File: src/rtl/vc_arbiter.sv
// ---------------------------------------------------------------------------
// vc_arbiter
//
// Drains two upstream virtual-channel FIFOs (VC0, VC1) one word per cycle and
// routes each word to one of two downstream FIFOs (D0, D1).  The destination
// is chosen by bit [DATA_WIDTH-2] of the word itself (0 -> D0, 1 -> D1).
// A pop in cycle N produces a push in cycle N+2: the upstream FIFO returns its
// data one cycle after the pop, and the push is registered one cycle later.
//
// Optional feature (compile-time macro): ARB_RR_EN
//   undefined : VC0 has strict priority over VC1.
//   defined   : round-robin between the two VCs when both hold data.
//
// Ports
//   clk                            single clock, rising edge
//   reset                          asynchronous reset, active low
//   init                           synchronous soft-init, active low
//   vc0_empty, vc1_empty           upstream FIFO empty flags
//   vc0_data, vc1_data             upstream registered read data
//   d0_almost_full, d1_almost_full downstream backpressure
//   vc0_pop, vc1_pop               upstream read enables (combinational)
//   d0_push, d1_push               downstream write enables (registered)
//   d0_data, d1_data               downstream write data (registered)
//   state                          INIT=0, IDLE=1, ACTIVE=2, STALL=3
//   fwd_count                      8-bit wrapping count of pushed words
// ---------------------------------------------------------------------------
module vc_arbiter #(
  parameter int DATA_WIDTH = 6
) (
  input  logic                  clk,
  input  logic                  reset,
  input  logic                  init,
  input  logic                  vc0_empty,
  input  logic                  vc1_empty,
  input  logic [DATA_WIDTH-1:0] vc0_data,
  input  logic [DATA_WIDTH-1:0] vc1_data,
  input  logic                  d0_almost_full,
  input  logic                  d1_almost_full,
  output logic                  vc0_pop,
  output logic                  vc1_pop,
  output logic                  d0_push,
  output logic                  d1_push,
  output logic [DATA_WIDTH-1:0] d0_data,
  output logic [DATA_WIDTH-1:0] d1_data,
  output logic [1:0]            state,
  output logic [7:0]            fwd_count
);

  typedef enum logic [1:0] {
    INIT   = 2'd0,
    IDLE   = 2'd1,
    ACTIVE = 2'd2,
    STALL  = 2'd3
  } state_t;

  state_t                state_q;
  logic                  valid_q;
  logic                  src_q;
  logic                  stall;
  logic                  can_pop;
  logic                  grant_vc1;
  logic                  pop_any;
  logic [DATA_WIDTH-1:0] fwd_word;

  assign stall = d0_almost_full | d1_almost_full;

  // A pop is only allowed from ACTIVE with no backpressure and init released.
  // Requiring at least one non-empty VC here, together with grant_vc1 always
  // pointing at a non-empty VC, guarantees we never pop an empty FIFO.
  assign can_pop = (state_q == ACTIVE) && !stall && init && !(vc0_empty && vc1_empty);

`ifdef ARB_RR_EN
  // rr_vc1 names the VC that wins the next tie (0 = VC0). It starts at VC0 so
  // the first contested grant after reset goes to VC0, then flips to the VC
  // that was not granted on every pop, contested or not.
  logic rr_vc1;

  always_ff @(posedge clk or negedge reset) begin
    if (!reset) begin
      rr_vc1 <= 1'b0;
    end else if (!init) begin
      rr_vc1 <= 1'b0;
    end else if (pop_any) begin
      rr_vc1 <= vc0_pop;
    end
  end

  assign grant_vc1 = (!vc0_empty && !vc1_empty) ? rr_vc1 : vc0_empty;
`else
  // Strict priority: VC1 only gets a turn when VC0 has nothing to offer.
  assign grant_vc1 = vc0_empty;
`endif

  assign vc0_pop = can_pop && !grant_vc1;
  assign vc1_pop = can_pop &&  grant_vc1;
  assign pop_any = vc0_pop | vc1_pop;

  // The FSM state is recomputed every edge from the current inputs. valid_q
  // and src_q remember that a word was popped last cycle and from which VC,
  // since the FIFO only presents that word one cycle after the pop.
  always_ff @(posedge clk or negedge reset) begin
    if (!reset) begin
      state_q <= INIT;
      valid_q <= 1'b0;
      src_q   <= 1'b0;
    end else if (!init) begin
      state_q <= INIT;
      valid_q <= 1'b0;
      src_q   <= 1'b0;
    end else begin
      valid_q <= pop_any;
      if (pop_any) begin
        src_q <= vc1_pop;
      end
      if (stall) begin
        state_q <= STALL;
      end else if (vc0_empty && vc1_empty) begin
        state_q <= IDLE;
      end else begin
        state_q <= ACTIVE;
      end
    end
  end

  assign state    = state_q;
  assign fwd_word = src_q ? vc1_data : vc0_data;

  // Downstream side. A word already popped (valid_q=1) is always pushed, even
  // when init drops at this edge, so init clears the data registers first and
  // the pending push then overrides the selected one. The unselected data
  // register otherwise keeps its value. fwd_count counts cycles on which a
  // push was visible, so it trails the push by one cycle.
  always_ff @(posedge clk or negedge reset) begin
    if (!reset) begin
      d0_push   <= 1'b0;
      d1_push   <= 1'b0;
      d0_data   <= '0;
      d1_data   <= '0;
      fwd_count <= '0;
    end else begin
      d0_push <= 1'b0;
      d1_push <= 1'b0;
      if (!init) begin
        d0_data   <= '0;
        d1_data   <= '0;
        fwd_count <= '0;
      end else if (d0_push || d1_push) begin
        fwd_count <= fwd_count + 8'd1;
      end
      if (valid_q) begin
        if (fwd_word[DATA_WIDTH-2]) begin
          d1_push <= 1'b1;
          d1_data <= fwd_word;
        end else begin
          d0_push <= 1'b1;
          d0_data <= fwd_word;
        end
      end
    end
  end

endmodule
File: config.mk
export PLATFORM = sky130hd
export DESIGN_NAME = vc_arbiter
export DESIGN_NICKNAME = d
export VERILOG_FILES = /design/src/rtl/vc_arbiter.sv
export SDC_FILE = /design/constraint.sdc
export NUM_CORES = 1
export LEC_CHECK = 0
export CAP_MARGIN = 15
export CELL_PAD_IN_SITES_DETAIL_PLACEMENT = 0
export CELL_PAD_IN_SITES_GLOBAL_PLACEMENT = 1
export CORE_UTILIZATION = 32
export DETAILED_ROUTE_END_ITERATION = 6
export GPL_ROUTABILITY_DRIVEN = 0
export GPL_TIMING_DRIVEN = 0
export HOLD_SLACK_MARGIN = 0.1
export PLACE_DENSITY_LB_ADDON = 0.25
export SLEW_MARGIN = 20
export SYNTH_ARGS = -nofsm -noshare
export SYNTH_HDL_FRONTEND = slang
export SYNTH_SLANG_ARGS = --single-unit
File: constraint.sdc
create_clock -name clk -period 1.64 [get_ports clk]
set_clock_uncertainty 0.2 [all_clocks]
set_input_delay 0.328 -clock clk [delete_from_list [all_inputs] [get_ports clk]]
set_output_delay 0.328 -clock clk [all_outputs]
set_load 0.03 [all_outputs]
==> impl_metrics.env <==
export IMPL_status="finished, violations left"
export IMPL_failed_checks="negative setup slack"
export IMPL_critPathBufInv=3
export IMPL_netlist_instances=108
export IMPL_end_kind="output pin"
export IMPL_maxSlewViolCount=0
export IMPL_synth_cell_type_count=26
export IMPL_numCtsBuffers=3
export IMPL_grt_ovfl_total=0
export IMPL_h_tree_depth=1
export IMPL_start_util_pct=34.5
export IMPL_drtPass1Iterations=4
export IMPL_r2r_slack_ps=100
export IMPL_crit_top_cell="buf_6"
export IMPL_cts_sinks=26
export IMPL_crit_family="buffers and inverters"
export IMPL_slowest_stage="a211oi_4"
export IMPL_final_cell_mix="26 x dfrtp_1, 18 x mux2i_1, 18 x nand2_1, 15 x dlygate4sd2_1, 12 x clkdlybuf4s50_1"
export IMPL_r2r_start="src_q"
export IMPL_cts_root_buf="clkbuf_8"
export IMPL_area_delta_synth_final_pct=46.8
export IMPL_synth_warnings=0
export IMPL_die_w_um=63.1
export IMPL_hpwl_um=1850
export IMPL_drive_gt1_share_pct=19.9
export IMPL_cp_start_kind="input pin"
export IMPL_totalWireLength_um=2510
export IMPL_critPathKind="input pin to output pin"
export IMPL_instances_no_fill=207
export IMPL_cts_tree="done"
export IMPL_grt_pass1_vias=981
export IMPL_grt_max_degree=27
export IMPL_drc=0
export IMPL_grt_usage_pct=13.8
export IMPL_fin_ws_ps=-51.4
export IMPL_drtIter0Drc=30
export IMPL_period_minus_slack_ps=1690
export IMPL_synth_seq_cells=26
export IMPL_portBuffers=44
export IMPL_coreArea_sq_um=3470
export IMPL_cp_max_fo=5
export IMPL_tightestPinTransition_ps=589
export IMPL_cpPeakStageDelay_ps=240
export IMPL_antenna_cells=0
export IMPL_whs_ps=142
export IMPL_antenna_found_initial=0
export IMPL_clkLatencyLatePin_ps=260
export IMPL_syn_avg_cell_area_sq_um=11.1
export IMPL_die_area_sq_um=3980
export IMPL_tns_ps=-103
export IMPL_finalHoldViolCount=0
export IMPL_cp_data_arrival_time_ps=1160
export IMPL_reg2regPathDepth=5
export IMPL_crit_end="vc1_pop"
export IMPL_setup_viol=2
export IMPL_power_density_nw_per_um2=683
export IMPL_dp_cells=198
export IMPL_synth_ff_type="dfrtp_1"
export IMPL_hold_class="input pin to flop"
export IMPL_max_cap_violations=0
export IMPL_boundaryPins=45
export IMPL_cts_clk_slew_worst_paths_ps=80
export IMPL_syn_area_sq_um=1190
export IMPL_async_reset_ff_share_pct=100
export IMPL_std_cell_rows=21
export IMPL_fin_crit_sh_pct=103
export IMPL_p_total_mw=1.20
export IMPL_vias=969
export IMPL_ir_drop_v=0.000298
export IMPL_crit_cells=6
export IMPL_cts_path_max_buffers=2
export IMPL_maxSlewHeadroom_pct=60.7
export IMPL_wl_per_cell_um=12.1
export IMPL_yosysSeqAreaShare_pct=54.5
export IMPL_synth_fp_nets=128
export IMPL_r2r_end="d1_data[2]"
export IMPL_viasPerCell=4.68
export IMPL_cp_required_ps=1110
export IMPL_timing_fmax_mhz=591
export IMPL_synth_edff_count=0
export IMPL_p_leak_nw=0.927
export IMPL_final_common_cell="dfrtp_1"
export IMPL_die_y_um=63.1
export IMPL_grt_pass1_wl_um=4370
export IMPL_drtAntennaViolNets=0
export IMPL_crit_start="vc0_empty"
export IMPL_rsz0062_at_grt="yes"
export IMPL_final_nets=182
export IMPL_critical_path_cell_chain="buf_8, a211oi_4, nand4_1, buf_6, nor2_4, buf_6"
## cell type report
| type | count | area, sq um |
|---|---|---|
| flip-flops and latches | 26 | 651 |
| inverters | 8 | 30.0 |
| plain buffers | 4 | 30.0 |
| multi-input cells | 70 | 512 |
| fillers | 352 | 1710 |
| well taps | 46 | 57.6 |
| repair buffers | 49 | 419 |
| clock buffers | 4 | 55.1 |
## worst reg2reg max path: cells and delay by family (launching register included)
kind,cells,cell delay [ps]
mux,2,480
flops,1,350
buf+inv,2,290
simple gates,1,160
## cell families after synthesis
logic type	count (synthesis)	synth area share [%]
compound gates	11	7.22
fa+ha+maj	1	1.05
mux	18	15.1
xor+xnor	4	2.93
flops	26	54.4
buf+inv	12	5.03
simple gates	36	14.2
## repair_timing
action | in CTS | in global routing
endpoints found under the setup margin | 27 | 11
buffers inserted | 3 | 1
pin swaps | 3 | 0
hold endpoints to repair | 26 | 0
resized for setup | 68 | 11
hold buffers | 1 | 0
## metal layers
layer | share of wire [%] | GRT usage, %
met1 | 47 | 17.8
met4 | 0.48 | 4.36
met5 | 0 | 0
met3 | 4.6 | 1.99
met2 | 48 | 23.5
## Yosys cell counts, types with 2 or more instances
master	number	area [sq um]
buf_6	2	22.5
nand2_1	18	67.6
a21boi_0	2	15.0
nand4_1	2	12.5
nor3_1	2	10.0
nor2_1	3	11.3
xnor2_1	4	35.0
clkbuf_1	2	7.51
inv_1	8	30.0
and2_1	4	25.0
mux2i_1	18	180
o21ai_0	3	15.0
nand2b_1	2	12.5
dfrtp_1	26	651
## sequential cells by signal (all words and copies together), names as in the netlist
signal,cells
valid_q,1
fwd_count,8
d1_data,6
src_q,1
state,2
d0_data,6
d0_push,1
d1_push,1
## worst min-delay path by stage
stage,from,end,depth (start not counted),slack [ps]
floorplan,reset,d0_data[0],0,-170
global placement,d1_data[4],d1_data[4],2,280
detailed placement,reset,fwd_count[3],1,170
CTS,d1_almost_full,state[1],2,140
global route,d0_almost_full,state[1],2,140
finish,d0_almost_full,state[1],2,140
## metrics by stage
| stage | area, sq um | utilization (%) | setup slack (ps) |
|---|---|---|---|
| after detailed placement | 1720 | 49.5 | -1230 |
| after global placement | 1720 | 49.6 | -1230 |
| final | 1750 | 50.6 | -51.4 |
| after CTS | 1780 | 51.2 | -50.1 |
| after floorplan | 1220 | - | 8.67 |
| after global routing | 1750 | 50.6 | -127 |
## report_power, final
group	leakage [nW]	switching [mW]	internal, mW
clock	0.0288	0.189	0.214
sequential	0.358	0.00647	0.649
combinational	0.539	0.0717	0.0684
total	0.927	0.267	0.932
No activity file was read; power rests on OpenSTA's default activity.
